[config.mk]
export PLATFORM = sky130hd
export DESIGN_NAME = db_nwr_initiator
export DESIGN_NICKNAME = d
export VERILOG_FILES = /design/src/rtl/db_nwr_initiator.sv
export SDC_FILE = /design/constraint.sdc
export NUM_CORES = 1
export LEC_CHECK = 0
export CAP_MARGIN = 20
export CORE_MARGIN = 5
export CORE_UTILIZATION = 25
export DETAILED_ROUTE_END_ITERATION = 10
export GPL_TIMING_DRIVEN = 1
export HOLD_SLACK_MARGIN = 0.12
export SETUP_SLACK_MARGIN = 0.4
export SYNTH_ARGS = -nofsm -noshare
export SYNTH_HDL_FRONTEND = slang
export SYNTH_SLANG_ARGS = --single-unit
[constraint.sdc]
create_clock -name log_clk -period 2.5 [get_ports log_clk]
set_clock_uncertainty 0.15 [all_clocks]
set_input_delay 0.5 -clock log_clk [delete_from_list [all_inputs] [get_ports log_clk]]
set_output_delay 0.5 -clock log_clk [all_outputs]
set_load 0.01 [all_outputs]
[src/rtl/db_nwr_initiator.sv]
// Initiator-side doorbell/NWRITE sequencer for an SRIO ireq/iresp link.
// Runs a self-check doorbell handshake, one NWRITE burst, then a data-integration doorbell.
module db_nwr_initiator #(
  parameter int NWR_BEATS   = 32,
  parameter int TIMEOUT_CYC = 1024,
  parameter int MAX_RETRY   = 4
) (
  input  logic        log_clk,
  input  logic        log_rst_n,
  input  logic [15:0] src_id,
  input  logic [15:0] des_id,
  input  logic        start_in,
  input  logic [33:0] nwr_addr_in,
  input  logic        ireq_tready_in,
  output logic        ireq_tvalid_o,
  output logic        ireq_tlast_o,
  output logic [63:0] ireq_tdata_o,
  output logic [7:0]  ireq_tkeep_o,
  output logic [31:0] ireq_tuser_o,
  input  logic        iresp_tvalid_in,
  output logic        iresp_tready_o,
  input  logic        iresp_tlast_in,
  input  logic [63:0] iresp_tdata_in,
  output logic        busy_o,
  output logic        done_o,
  output logic        err_o,
  output logic [2:0]  retry_cnt_o
);

  typedef enum logic [3:0] {
    S_IDLE, S_SELF_DB, S_WAIT_SELF, S_NWR_HDR, S_NWR_DATA,
    S_DATA_DB, S_WAIT_DATA, S_DONE, S_ERR
  } state_t;

  localparam logic [7:0]  NWR_SIZE  = 8'(NWR_BEATS * 8 - 1);
  localparam logic [7:0]  LAST_BEAT = 8'(NWR_BEATS - 1);
  localparam logic [10:0] TMO_LAST  = 11'(TIMEOUT_CYC - 1);
  localparam logic [2:0]  RETRY_MAX = 3'(MAX_RETRY);

  localparam logic [15:0] INFO_SELF     = 16'h0101;
  localparam logic [15:0] INFO_READY    = 16'h0100;
  localparam logic [15:0] INFO_NOTREADY = 16'h01FF;
  localparam logic [15:0] INFO_DATA     = 16'h0200;

  state_t      state_q, state_d;
  logic [33:0] addr_q;
  logic [7:0]  tid_q;
  logic [7:0]  beat_q;
  logic [10:0] timer_q;
  logic [2:0]  retry_q;
  logic        err_q;

  logic        accept;
  logic        db_rsp;
  logic [15:0] rsp_info;
  logic        timeout;
  logic        in_wait;

  function automatic logic [63:0] doorbell(input logic [7:0] tid, input logic [15:0] info);
    return {tid, 4'hA, 4'h0, 1'b0, 2'h1, 1'b0, 12'h0, info, 16'h0};
  endfunction

  assign accept   = ireq_tvalid_o && ireq_tready_in;
  assign db_rsp   = iresp_tvalid_in && (iresp_tdata_in[55:52] == 4'hA);
  assign rsp_info = iresp_tdata_in[31:16];
  assign timeout  = (timer_q == TMO_LAST);
  assign in_wait  = (state_q == S_WAIT_SELF) || (state_q == S_WAIT_DATA);

  // NOTE: every signal written here gets a default first, so no path can leave one unassigned and infer a latch.
  always_comb begin
    state_d       = state_q;
    ireq_tvalid_o = 1'b0;
    ireq_tlast_o  = 1'b0;
    ireq_tdata_o  = 64'h0;
    unique case (state_q)
      S_IDLE: if (start_in) state_d = S_SELF_DB;
      S_SELF_DB: begin
        ireq_tvalid_o = 1'b1;
        ireq_tlast_o  = 1'b1;
        ireq_tdata_o  = doorbell(tid_q, INFO_SELF);
        if (accept) state_d = S_WAIT_SELF;
      end
      S_WAIT_SELF: begin
        // A ready reply outranks a timeout landing in the same cycle.
        if (db_rsp && rsp_info == INFO_READY)
          state_d = S_NWR_HDR;
        else if ((db_rsp && rsp_info == INFO_NOTREADY) || timeout)
          state_d = (retry_q < RETRY_MAX) ? S_SELF_DB : S_ERR;
      end
      S_NWR_HDR: begin
        ireq_tvalid_o = 1'b1;
        ireq_tdata_o  = {tid_q, 4'h5, 4'h4, 1'b0, 2'h1, 1'b0, NWR_SIZE, 2'b0, addr_q};
        if (accept) state_d = S_NWR_DATA;
      end
      S_NWR_DATA: begin
        ireq_tvalid_o = 1'b1;
        ireq_tlast_o  = (beat_q == LAST_BEAT);
        ireq_tdata_o  = {8{beat_q}};
        if (accept && ireq_tlast_o) state_d = S_DATA_DB;
      end
      S_DATA_DB: begin
        ireq_tvalid_o = 1'b1;
        ireq_tlast_o  = 1'b1;
        ireq_tdata_o  = doorbell(tid_q, INFO_DATA);
        if (accept) state_d = S_WAIT_DATA;
      end
      S_WAIT_DATA: begin
        if (db_rsp)
          state_d = (rsp_info == INFO_DATA) ? S_DONE : S_ERR;
        else if (timeout)
          state_d = S_ERR;
      end
      S_DONE:  state_d = S_IDLE;
      S_ERR:   state_d = S_IDLE;
      default: state_d = S_IDLE;
    endcase
  end

  // NOTE: state registers use non-blocking assignments so every flop samples pre-edge values regardless of block order.
  always_ff @(posedge log_clk) begin
    if (!log_rst_n) begin
      state_q <= S_IDLE;
      addr_q  <= '0;
      tid_q   <= '0;
      beat_q  <= '0;
      timer_q <= '0;
      retry_q <= '0;
      err_q   <= 1'b0;
    end else begin
      state_q <= state_d;

      if (state_q == S_IDLE && start_in) begin
        addr_q  <= nwr_addr_in;
        retry_q <= '0;
        err_q   <= 1'b0;
      end

      if (accept && ireq_tlast_o) tid_q <= tid_q + 8'd1;
      if (accept && state_q == S_SELF_DB) retry_q <= retry_q + 3'd1;

      if (accept && (state_q == S_SELF_DB || state_q == S_DATA_DB))
        timer_q <= '0;
      else if (in_wait && timer_q != '1)
        timer_q <= timer_q + 11'd1;

      if (accept && state_q == S_NWR_HDR)
        beat_q <= '0;
      else if (accept && state_q == S_NWR_DATA)
        beat_q <= beat_q + 8'd1;

      if (state_d == S_ERR) err_q <= 1'b1;
    end
  end

  assign ireq_tkeep_o   = ireq_tvalid_o ? 8'hff : 8'h00;
  assign ireq_tuser_o   = ireq_tvalid_o ? {src_id, des_id} : 32'h0;
  assign iresp_tready_o = 1'b1;
  assign busy_o         = (state_q != S_IDLE) && (state_q != S_DONE) && (state_q != S_ERR);
  assign done_o         = (state_q == S_DONE);
  assign err_o          = err_q;
  assign retry_cnt_o    = retry_q;

  // Response fields this initiator never inspects.
  logic unused_rsp_bits;
  assign unused_rsp_bits = ^{iresp_tlast_in, iresp_tdata_in[63:56], iresp_tdata_in[51:32],
                             iresp_tdata_in[15:0]};

endmodule
Word-level counts from Yosys, hierarchy flattened
Cells that the tools add are included.
{"block": "totals", "inputBits": 136, "wordCells": 76, "out_inout_bits": 113, "regBits": 69}
{"block": "classes", "addsub": 4, "n_mux": 21, "n_reduce_logical": 25, "n_eq_ne": 17, "bitwise_logic": 1, "magnitude_cmp": 1}
{"operator": "case mux 64 bit (4 select lines)", "count": 1}
{"operator": "two-way mux 4 bit", "count": 11}
{"operator": "== test 16 x 9 -> 1 bit, second input constant", "count": 2}
{"operator": "two-way mux 32 bit", "count": 1}
{"operator": "case mux 4 bit (7 select lines)", "count": 1}
{"operator": "adder 8 x 1 -> 8 bit, second input constant", "count": 2}
{"operator": "== test 16 x 10 -> 1 bit, second input constant", "count": 1}
{"operator": "== test 4 x 3 -> 1 bit, second input constant", "count": 4}
{"operator": "logical AND 1 bit", "count": 14}
{"operator": "adder 11 x 1 -> 11 bit, second input constant", "count": 1}
{"operator": "== test 11 x 10 -> 1 bit, second input constant", "count": 1}
{"operator": "inequality test 11 bit, second input constant", "count": 1}
{"operator": "== test 4 x 2 -> 1 bit, second input constant", "count": 2}
{"operator": "== test 4 bit, second input constant", "count": 2}
{"operator": "== test 8 x 5 -> 1 bit, second input constant", "count": 1}
{"operator": "two-way mux 8 bit", "count": 1}
{"operator": "two-way mux 3 bit", "count": 2}
{"operator": "OR reduction 2 bit", "count": 3}
{"operator": "== test 4 x 1 -> 1 bit, second input constant", "count": 1}
{"operator": "zero test 4 bit", "count": 1}
{"operator": "inequality test 4 x 3 -> 1 bit, second input constant", "count": 1}
{"operator": "inequality test 4 bit, second input constant", "count": 1}
{"operator": "nonzero test 2 bit", "count": 2}
{"operator": "nonzero test 4 bit", "count": 1}
{"operator": "7 further kinds", "count": 11}

Logic depth before layout (Yosys ltp)
Gate-level depths: netlist of run 1.
{"block": "depth", "depth_word": 9, "depth_mapped": 7}

Least setup slack after synthesis of run 1
No wires, ideal clock.
{"block": "synth_path", "kind": "register -> output", "from": "register state_q[0]", "to": "output port ireq_tuser_o[22]", "t_arrival_ps": 1653, "path_stages_with_launch": 6, "setup_slack_ps": 197, "path_cell_list": "dfxtp_1 nor2b_1 nor2_1 nor2_1 clkbuf_1 and2_1"}
{"block": "synth_between", "elab_chain_len": 4, "word_cells_on_any_way": 7, "cone_classes": "4 x eq/ne; 2 x mux; 1 x reduce/logical"}
{"item": "from (decl)", "line": "45", "text": "state_t state_q, state_d;"}
{"item": "from (signal assigned)", "line": "130", "text": "state_q <= state_d;"}
{"item": "== test 4 x 1 -> 1 bit, or another cell as far along", "line": "75", "text": "unique case (state_q)"}
{"item": "OR reduction 4 bit (no source line) (*)"}
{"item": "two-way mux 1 bit (*)", "line": "75"}
{"item": "named net ireq_tvalid_o", "line": "15", "text": "output logic ireq_tvalid_o,"}
{"item": "two-way mux 32 bit (*)", "line": "156", "text": "assign ireq_tuser_o = ireq_tvalid_o ? {src_id, des_id} : 32'h0;"}
{"item": "to (decl)", "line": "19", "text": "output logic [31:0] ireq_tuser_o,"}
Mark *: on every way through the listed nets, which the timed path passes. The rest lies on a longest branch.

Worst setup path after layout of run 1
{"block": "layout_path", "from": "register state_q[1]", "to": "output port ireq_tdata_o[52]"}
{"block": "layout_between", "elab_chain_len": 2, "word_cells_on_any_way": 5, "cone_classes": "4 x eq/ne; 1 x mux"}
{"item": "== test 4 x 3 -> 1 bit, or another cell as far along", "line": "75"}
{"item": "case mux 64 bit (4 select lines) (*)", "line": "75"}
{"item": "to (decl)", "line": "17", "text": "output logic [63:0] ireq_tdata_o,"}
Mark *: on every way between the ends. The rest lies on a longest branch, timed or not.

==> qor.yml, run 1 <==
startpoint_type: "flip-flop"
die_y_um: 134
placementRows: 45
syn-num-nets: 684
yosys_warnings: 0
setup_ws_ns: -0.00610
cts_max_path_buffers: 2
synth_top_family_by_area: "simple AND/OR/NAND/NOR gates"
p_per_area_mw_per_mm2: 414
startpoint: "state_q[1]$_SDFF_PN0_"
layout-drive-gt1-share_pct: 36.9
synthMuxAreaShare_pct: 1.04
wire_per_inst_um: 15.6
endpoint_kind: "output port"
synthFlopType: "dfxtp_1"
synth_cell_types: 50
start_util_pct: 25.4
antenna_found_initial: 0
cap_violations: 0
synth-xor-area-share_pct: 5.00
grt_start_max_net_pins: 36
fp.dieW_um: 134
grt_overflow_total: 0
syn_avg_cell_area_um2: 7.08
clk_pin_slew_ns: 0.06
setup_viol: 6
clock_latency_ns: 0.33
rr_worst_depth: 8
clkSinkCount: 69
whs_ns: 0.302
area_growth_pct: 98.9
async_reset_ff_share_pct: 0
place_hpwl_um: 10600
via_per_inst: 4.69
grt_pass1_wl_um: 22900
detail-route-antenna-nets: 0
drt_iter0_drc: 225
grt_pass1_vias: 4378
cts_htree_levels: 3
grtUsageTotal_pct: 15.8
ioPinCount: 249
synth_compound_area_share_pct: 10.9
layout_worst_path_cycle_share_pct: 100
multi_input_area_mm2: 0.00274
wl_um: 15600
core_mm2: 0.0151
place_congestion: 0.808
regArea_mm2: 0.00140
hold_path_depth: 2
r2r_end: "tid_q[3]$_SDFFE_PN0P_"
hold_path_startpoint: "addr_q[14]$_SDFFE_PN0P_"
fin_nets: 945
dieArea_mm2: 0.0180
place_area_mm2: 0.00626
rsz0062_at_grt: "yes"
diodes: 0
netlist_instances: 544
reg2reg_from: "state_q[1]$_SDFF_PN0_"
synth-seq-cells: 69
violations: "setup timing"
cp_max_fo: 7
status: "finished, violations left"
root_buffer: "clkbuf_16"
route.detailed.drc: 0
hold_end: "addr_q[14]$_SDFFE_PN0P_"
synth_edf_count: 0
dr.pass1.iters: 4
path_class: "flip-flop to output port"
port_buffers: 202
p_leak_uw: 0.00345
cp.arrival_ns: 1.86
cts_buffers: 9
seq_area_frac_synth_pct: 35.8
worstMarginPinSlew_ns: 0.521
fmaxAchievable_mhz: 399
finalHoldViolCount: 0
timing.reg2reg.setup_slack_ns: 0.11
synth_adder_area_share_pct: 1.30
hold_buffers: 0
num_vias: 4680
period_minus_slack_ns: 2.51
ir_worst_vdd_uv: 252
timing.final.max_slew_violations: 0
fillers: 1415
hold_path_class: "flip-flop to flip-flop"
syn_area_mm2: 0.00385
finalInstanceArea_mm2: 0.00766
slew_headroom_pct: 65.1
tritoncts: "done"
synth-simple-area-share_pct: 39.3
required_ns: 1.85
## critical path, stage by stage, from the launching register on
cell and delay (ns):
dfxtp_4 0.36, nor4b_4 0.43, buf_12 0.18, buf_4 0.12, nand2_4 0.11, nand2_4 0.11
clkdlybuf4s15_2 0.22
## per-layer routing
metal | up-vias | wire length (um) | track usage [%]
met2 | 165 | 7980 | 27.8
met4 | 0 | 412 | 6.11
met1 | 2177 | 5930 | 18.2
li1 | 2312 | - | -
met5 | - | 0 | 0
met3 | 26 | 1260 | 4.35
## layout make-up
type	instances	share of cell area, %
well taps	188	3.07
clock buffers	11	3.17
flip-flops and latches	69	18.2
repair buffers	288	38.2
inverters	13	0.800
clock inverters	5	0.784
multi-input cells	424	35.7
## power by group
group | internal, uW | total [uW] | switching (uW)
combinational | 403 | 713 | 311
clock | 801 | 1290 | 491
sequential | 1140 | 1170 | 25.8
## layout by cell type (no fill, tap or decap), types with 5 or more instances in the layout
cell type and n:
nand3_1 15, clkdlybuf4s15_2 18, xnor2_1 9, nand2_8 6
buf_12 7, clkdlybuf4s50_1 84, nand2_4 28, nand2_1 136
nor2_1 37, and2_1 34, nand4_1 10, dlymetal6s2s_1 10
a21oi_1 38, nand2_2 13, buf_2 31, dfxtp_1 65
clkbuf_16 13, inv_1 6, and3_1 6, buf_6 80
buf_4 48, xor2_1 13, o21ai_0 5
## registers in the layout (all words and copies together), names as in the netlist
| name | flops |
|---|---|
| addr_q | 34 |
| beat_q | 8 |
| err_o | 1 |
| retry_cnt_o | 3 |
| state_q | 4 |
| tid_q | 8 |
| timer_q | 11 |
## Yosys cell counts, types with 2 or more instances
cell,n,share of area [%]
clkbuf_1,21,2.0
and3_1,6,0.97
mux2i_1,4,1.0
nor4_1,8,1.3
and2_1,36,5.8
buf_4,13,2.5
nor2b_1,3,0.49
ha_1,4,1.3
nand2_1,183,18
and4_1,3,0.68
inv_1,12,1.2
nand4_1,10,1.6
nor4b_2,2,0.78
nor3b_1,4,0.78
a21oi_1,42,5.5
xnor2_1,9,2.0
xor2_1,13,3.0
nand3_1,16,2.1
o22ai_1,2,0.32
a31oi_1,3,0.49
nand2b_1,4,0.65
dfxtp_1,69,36
nor3_1,5,0.65
o21ai_0,6,0.78
nor2_1,39,3.8
buf_2,3,0.39
## worst max path at each step
stage	depth (start not counted)	endpoint	slack [ns]
final	6	ireq_tdata_o[52]	-0.006
after global routing	7	ireq_tdata_o[27]	-0.06
after CTS	7	ireq_tlast_o	-0.03
after detailed placement	6	err_o$_SDFFE_PN0P_	-0.03
after global placement	6	err_o$_SDFFE_PN0P_	-0.03
after floorplan	7	ireq_tdata_o[0]	0.32
## per-stage QoR
stage	cells	setup TNS (ns)	utilization [%]	power (uW)	setup WS, ns
2_1_floorplan	544	0	-	1450	0.324
3_3_place_gp	933	-0.113	41.3	1810	-0.0264
3_5_place_dp	933	-0.0438	41.3	1820	-0.0305
4_1_cts	985	-0.124	47.5	3150	-0.0346
5_1_grt	998	-0.834	50.6	3310	-0.0587
6_report	998	-0.0196	50.6	3170	-0.00610
## timing repair
action | in CTS | in global routing
buffers inserted | 33 | 10
cloned | 3 | 3
pin swaps | 19 | 15
endpoints found under the setup margin | 117 | 132
resized for setup | 573 | 81
## kinds of logic (layout without fill, tap and decap cells)
| logic type | after synthesis | in the layout |
|---|---|---|
| adders and majority gates | 4 | 4 |
| buffers and inverters | 51 | 317 |
| AOI/OAI and AO/OA | 67 | 67 |
| DFF | 69 | 69 |
| and+or+nand+nor | 326 | 326 |
| muxes | 4 | 4 |
| xor gates and xnor gates | 22 | 22 |
| other | 1 | 1 |
No activity file was read; power rests on OpenSTA's default activity.
==> run 2, diff against run 1 <==
- PLACE_DENSITY: default -> 0.61
==> run 2 against run 1 <==
Effect of this change:
- the flow now finishes without violations
- wire length up 3.6%
- largest cell class unchanged
- sequential cell count unchanged
- sequential power about the same
- critical path type unchanged
- die area unchanged
- critical endpoint is now ireq_tdata_o[18]
==> qor.yml, run 2 (same netlist as run 1, synthesis figures left out) <==
fmaxAchievable_mhz: 420  # +5.3%
rr_worst_depth: 7  # -1
status: "completed"
root_buffer: "clkbuf_16"
required_ns: 1.85  # about the same
port_buffers: 202  # unchanged
dieArea_mm2: 0.0180  # unchanged
hold_path_startpoint: "addr_q[2]$_SDFFE_PN0P_"
post-place-ws_ns: -0.0543  # -0.0237 ns
start_util_pct: 25.4  # unchanged
fp.dieW_um: 134  # unchanged
period_minus_slack_ns: 2.38  # -0.126 ns
cpMostUsedCell: "buf_6"
area_growth_pct: 101
clock_latency_ns: 0.33  # about the same
cts_max_path_buffers: 2  # unchanged
hold_end: "addr_q[2]$_SDFFE_PN0P_"
slew_headroom_pct: 47.0  # -18 points
grt_pass1_wl_um: 23400  # +2.3%
final_common_cell: "nand2_1"
ir_worst_vdd_uv: 399  # +59%
layout_worst_path_cycle_share_pct: 95.2  # -5.0 points
grt_start_max_net_pins: 36  # unchanged
cp.arrival_ns: 1.73  # -0.13 ns
antenna_found_initial: 0  # unchanged
tritoncts: "done"
die_y_um: 134  # unchanged
setup_tns_ns: 0  # +0.0196 ns
max_stage_delay_ns: 0.37  # -0.06 ns
detail-route-antenna-nets: 0  # unchanged
whs_ns: 0.304  # +0.00195 ns
cts_buffers: 9  # unchanged
hold_buffers: 0  # unchanged
hold_path_depth: 2  # unchanged
wl_um: 16100  # +3.6%
finalHoldViolCount: 0  # unchanged
cp_max_fo: 7  # unchanged
grtUsageTotal_pct: 16.2  # +0.42 points
via_per_inst: 4.69  # about the same
setup_viol: 0  # -6
num_vias: 4619  # -1.3%
crit_chain: "nor4b_4 > buf_6 > buf_6 > nand2_8 > nand2_2 > buf_6"
layout-drive-gt1-share_pct: 39.9  # +3.0 points
p_per_area_mw_per_mm2: 444  # +7.2%
diodes: 0  # unchanged
clkSinkCount: 69  # unchanged
worstMarginPinSlew_ns: 0.792  # +0.271 ns
place_congestion: 0.772  # -4.4%
hold_path_class: "flip-flop to flip-flop"
startpoint_type: "flip-flop"
reg2reg_from: "state_q[1]$_SDFF_PN0_"
ioPinCount: 249  # unchanged
fin_nets: 932  # -1.4%
top_regs: "addr_q (34), timer_q (11)"
place_hpwl_um: 10500  # -0.94%
largest_reg_flops: 34  # unchanged
timing.reg2reg.setup_slack_ns: 0.28  # +0.17 ns
cap_violations: 0  # unchanged
rsz0062_at_grt: "yes"
cts_htree_levels: 3  # unchanged
utilization_pct: 51.2  # +0.56 points
core_mm2: 0.0151  # unchanged
clk_pin_slew_ns: 0.06  # about the same
r2r_end: "tid_q[3]$_SDFFE_PN0P_"
slowest_stage: "dfxtp_4"
placementRows: 45  # unchanged
wire_per_inst_um: 16.4  # +4.9%
dr.pass1.iters: 4  # unchanged
endpoint_kind: "output port"
drt_iter0_drc: 206  # -8.4%
grt_overflow_total: 0  # unchanged
top_register: "addr_q"
p_leak_uw: 0.00367  # +6.2%
route.detailed.drc: 0  # unchanged
setup_ws_ns: 0.120  # +0.126 ns
timing.final.max_slew_violations: 0  # unchanged
most-common-layout-cells: "nand2_1, clkdlybuf4s50_1, buf_6, dfxtp_1, nand2_2"
path_class: "flip-flop to output port"
grt_pass1_vias: 4289  # -2.0%
## run 2: cell count changes in the layout (fill, tap and decap cells not counted), sizes merged
cell	before	now
buf	171	162
clkinv	5	1
clkbuf	16	13
bufinv	1	3
clkdlybuf4s50	84	86
dlymetal6s2s	10	8
inv	11	13
clkdlybuf4s15	18	17
## run 2: worst max-delay path by stage
stage	from	to	slack [ns]	cells past startpoint
after floorplan	state_q[1]$_SDFF_PN0_	ireq_tdata_o[0]	0.32	7
after global placement	state_q[2]$_SDFF_PN0_	ireq_tdata_o[50]	-0.06	5
after detailed placement	state_q[2]$_SDFF_PN0_	ireq_tdata_o[42]	-0.05	5
after CTS	state_q[3]$_SDFF_PN0_	ireq_tdata_o[38]	0.15	5
after global routing	beat_q[0]$_SDFFE_PP0P_	ireq_tlast_o	0.07	5
final	state_q[1]$_SDFF_PN0_	ireq_tdata_o[18]	0.12	6
## run 2: routing by layer
metal	part of all wire, %	up-vias	wire [um]	track usage (%)
met3	6.5	16	1040	3.38
li1	-	2288	-	-
met1	40	2158	6510	19.8
met4	1.7	0	272	4.69
met5	0	-	0	0
met2	51	157	8310	28.7
## run 2: stage by stage
| stage | cells | total power (uW) | area (um2) |
|---|---|---|---|
| after floorplan | 544 | 1450 | 3860 |
| after global placement | 930 | 1800 | 6240 |
| after detailed placement | 930 | 1810 | 6240 |
| after CTS | 970 | 3370 | 7050 |
| after global routing | 985 | 3570 | 7750 |
| final | 985 | 3440 | 7750 |
## run 2: timing repair
action                     4_1_cts  5_1_grt
gates resized for setup        570      124
pin swaps                       37       47
cloned                           5        3
setup endpoints to repair      113      117
setup buffers                   19       12
## run 2: final cells by class
type | instances | area [um2]
clock buffers | 11 | 243
clock inverters | 5 | 106
fillers | 1369 | 7400
inverters | 13 | 56.3
multi-input cells | 424 | 2810
flip-flops and latches | 69 | 1400
well taps | 188 | 235
repair buffers | 275 | 2900
## run 2: power breakdown
group | switching [uW] | internal, uW
registers | 38.3 | 1140
logic | 327 | 435
clock network | 491 | 1010
total | 855 | 2580
## run 2: critical path, delay by kind of cell, from the launching register on
family | cells | cell delay [ns]
buf+inv | 3 | 0.46
flops | 1 | 0.37
simple gates | 3 | 0.58
==> patch, RTL diff (flow settings as in run 2) <==
Put one more register stage on the output `retry_cnt_o`, with the module's reset. The value now appears one clock later. The other outputs are not delayed to match.
--- a/src/rtl/db_nwr_initiator.sv
+++ b/src/rtl/db_nwr_initiator.sv
@@ -160,3 +160,9 @@
   assign err_o          = err_q;
-  assign retry_cnt_o    = retry_q;
+  always_ff @(posedge log_clk) begin
+    if (!log_rst_n) begin
+      retry_cnt_o <= '0;
+    end else begin
+      retry_cnt_o <= retry_q;
+    end
+  end
 
Behaviour: not the same (a bounded check fails within 4 cycles, from zero or initial values and one cycle with log_rst_n low).
==> patch against run 2 <==
Sequential cell count up 3; critical path depth up 1; wire length up 13%; synthesized area up 7.0%; design area up 15%; final cell count up 9.7%; sequential power up 4%; count of clock-buffer cells in the layout down 2; setup slack worse by 74 ps; global-route usage up 0.35 points; total power up 0.50%; synthesized cell count up 5.7%; die area up 6.5%; critical endpoint is now ireq_tdata_o[50].
==> patch: results (changes against run 2) <==
The pin count of the biggest net entering global routing is 35 (-2.8%). The per-cell routed wire length was 16.84 µm (+2.8%). The via count of the first global-routing pass came out at 4821 (+12%).

The placed wire-length estimate is 10730 µm (+2.4%). The number of placed instances, taps included came out at 990 (+6.5%). The area fraction of the dominant cell type after synthesis is 34.96% (-0.88 points). In the synthesized netlist, the cells that appear most often are sky130_fd_sc_hd__nand2_1 (183), sky130_fd_sc_hd__dfxtp_1 (72), sky130_fd_sc_hd__and2_1 (48). The worst reg2reg path depth is 10 (+3). The fraction of layout cells with a size suffix above 1 was 47.39% (+7.5 points). The share of the yosys chip area belonging to registers came to 34.96% (-0.88 points).

The startpoint of the worst-slack reg-to-reg timing path is state_q[0]. The startpoint of the lowest-slack hold path is addr_q[32]. The gate count after technology mapping is 575 (+5.7%). The average via count per standard cell is 4.711 (+0.47%). The number of different library cells in the post-synthesis netlist was 52 (+4.0%). The count of H-tree levels built during CTS is 3 (unchanged). The total vias in the final route is 5093 (+10%). The first-pass GRT wire length came to 26160 µm (+12%). The count of routing violations after the opening detailed-route iteration is 271 (+32%). The setup slack of the most critical reg-to-reg path is 210 ps (-70 ps). The layout net count is 996 (+6.9%). The number of nets produced by synthesis came out at 715 (+4.5%).

The cell area reported after detailed placement came out at 6555 µm² (+5.1%). The run finished with clean final reports. The total global-route track usage is 16.55% (+0.35 points). The endpoint identified for the worst register-to-register timing path is tid_q[5]. The worst vdd rail ir drop was 265.5 µV (-34%). Sorting the synthesized cells by area gives the leading types as sky130_fd_sc_hd__dfxtp_1 (35%), sky130_fd_sc_hd__nand2_1 (17%), sky130_fd_sc_hd__and2_1 (7.3%).

The number of antenna violations at the first check in global routing came out at 1 (+1). The data arrival at the endpoint of the critical path came out at 1800 ps (+70 ps). The leakage power summed over all cells is 4.006 nW (+9.2%). The path with the worst hold slack has its endpoint at addr_q[32].
==> patch: cell types whose count changed after synthesis, sizes merged, moves of 4 or more <==
cell    change
a21boi     +37
nor2       -10
a21oi      -30
clkbuf      +7
nand3       +4
and2       +12
==> patch: routing by layer <==
layer / share of wire (%) / vias to the layer above / track usage, %
met5: 0.082 / - / 0
met3: 7.3 / 28 / 4.316
li1: - / 2457 / -
met4: 2.3 / 2 / 4.576
met1: 39 / 2416 / 19.81
met2: 51 / 190 / 29.29
==> patch: power by group <==
group	internal [mW]	switching, mW
Sequential	1.19	0.0351
Clock	0.691	0.564
Combinational	0.578	0.394
==> patch: worst max-delay path by stage <==
stage / start / to / slack, ps / cells past startpoint
final: state_q[0] / ireq_tdata_o[50] / 50 / 7
after global routing: state_q[0] / ireq_tlast_o / -2 / 7
after CTS: state_q[3] / ireq_tlast_o / 20 / 6
after detailed placement: iresp_tdata_in[27] / state_q[0] / -370 / 6
after global placement: iresp_tdata_in[27] / err_o / -350 / 6
after floorplan: iresp_tdata_in[27] / state_q[0] / 110 / 5
==> patch: worst min-delay path: stages (launching register included) <==
cell                       delay (ps)
sky130_fd_sc_hd__dfxtp_1          310
sky130_fd_sc_hd__nand2_1           50
sky130_fd_sc_hd__a21boi_0          60
==> patch: cell type report <==
class / count / area [µm²]
Fill cell: 1427 / 7466
Sequential cell: 72 / 1458
Multi-Input combinational cell: 445 / 3332
Clock buffer: 9 / 225.2
Tap cell: 220 / 275.3
Timing Repair Buffer: 314 / 3525
Inverter: 14 / 65.06
Clock inverter: 7 / 61.31
==> patch: cells by family (layout without fill, tap and decap cells) <==
kind of cell    after synthesis  after routing  synth area share [%]
other cells                   1              1               0.09096
mux                           1              1                0.2428
fa+ha+maj                     4              4                 1.214
compound gates               72             72                 12.14
simple gates                347            348                 40.76
flops                        72             72                 34.96
xor+xnor                     19             19                 4.036
buf+inv                      59            344                 6.555
==> patch: timing repair <==
action	in CTS	in global routing
buffers inserted	43	19
cloned	10	3
pin swaps	53	55
endpoints found under the setup margin	117	168
gates resized for setup	638	244
==> patch: per-stage QoR <==
step / worst slack, ps / hold slack (ps) / util (%)
2_1_floorplan: 105.9 / 288.3 / -
3_3_place_gp: -351.9 / 301.6 / 39.95
3_5_place_dp: -374.8 / 306.2 / 39.95
4_1_cts: 18.63 / 314.4 / 47.40
5_1_grt: -1.899 / 336.6 / 54.50
6_report: 45.67 / 311.9 / 54.50
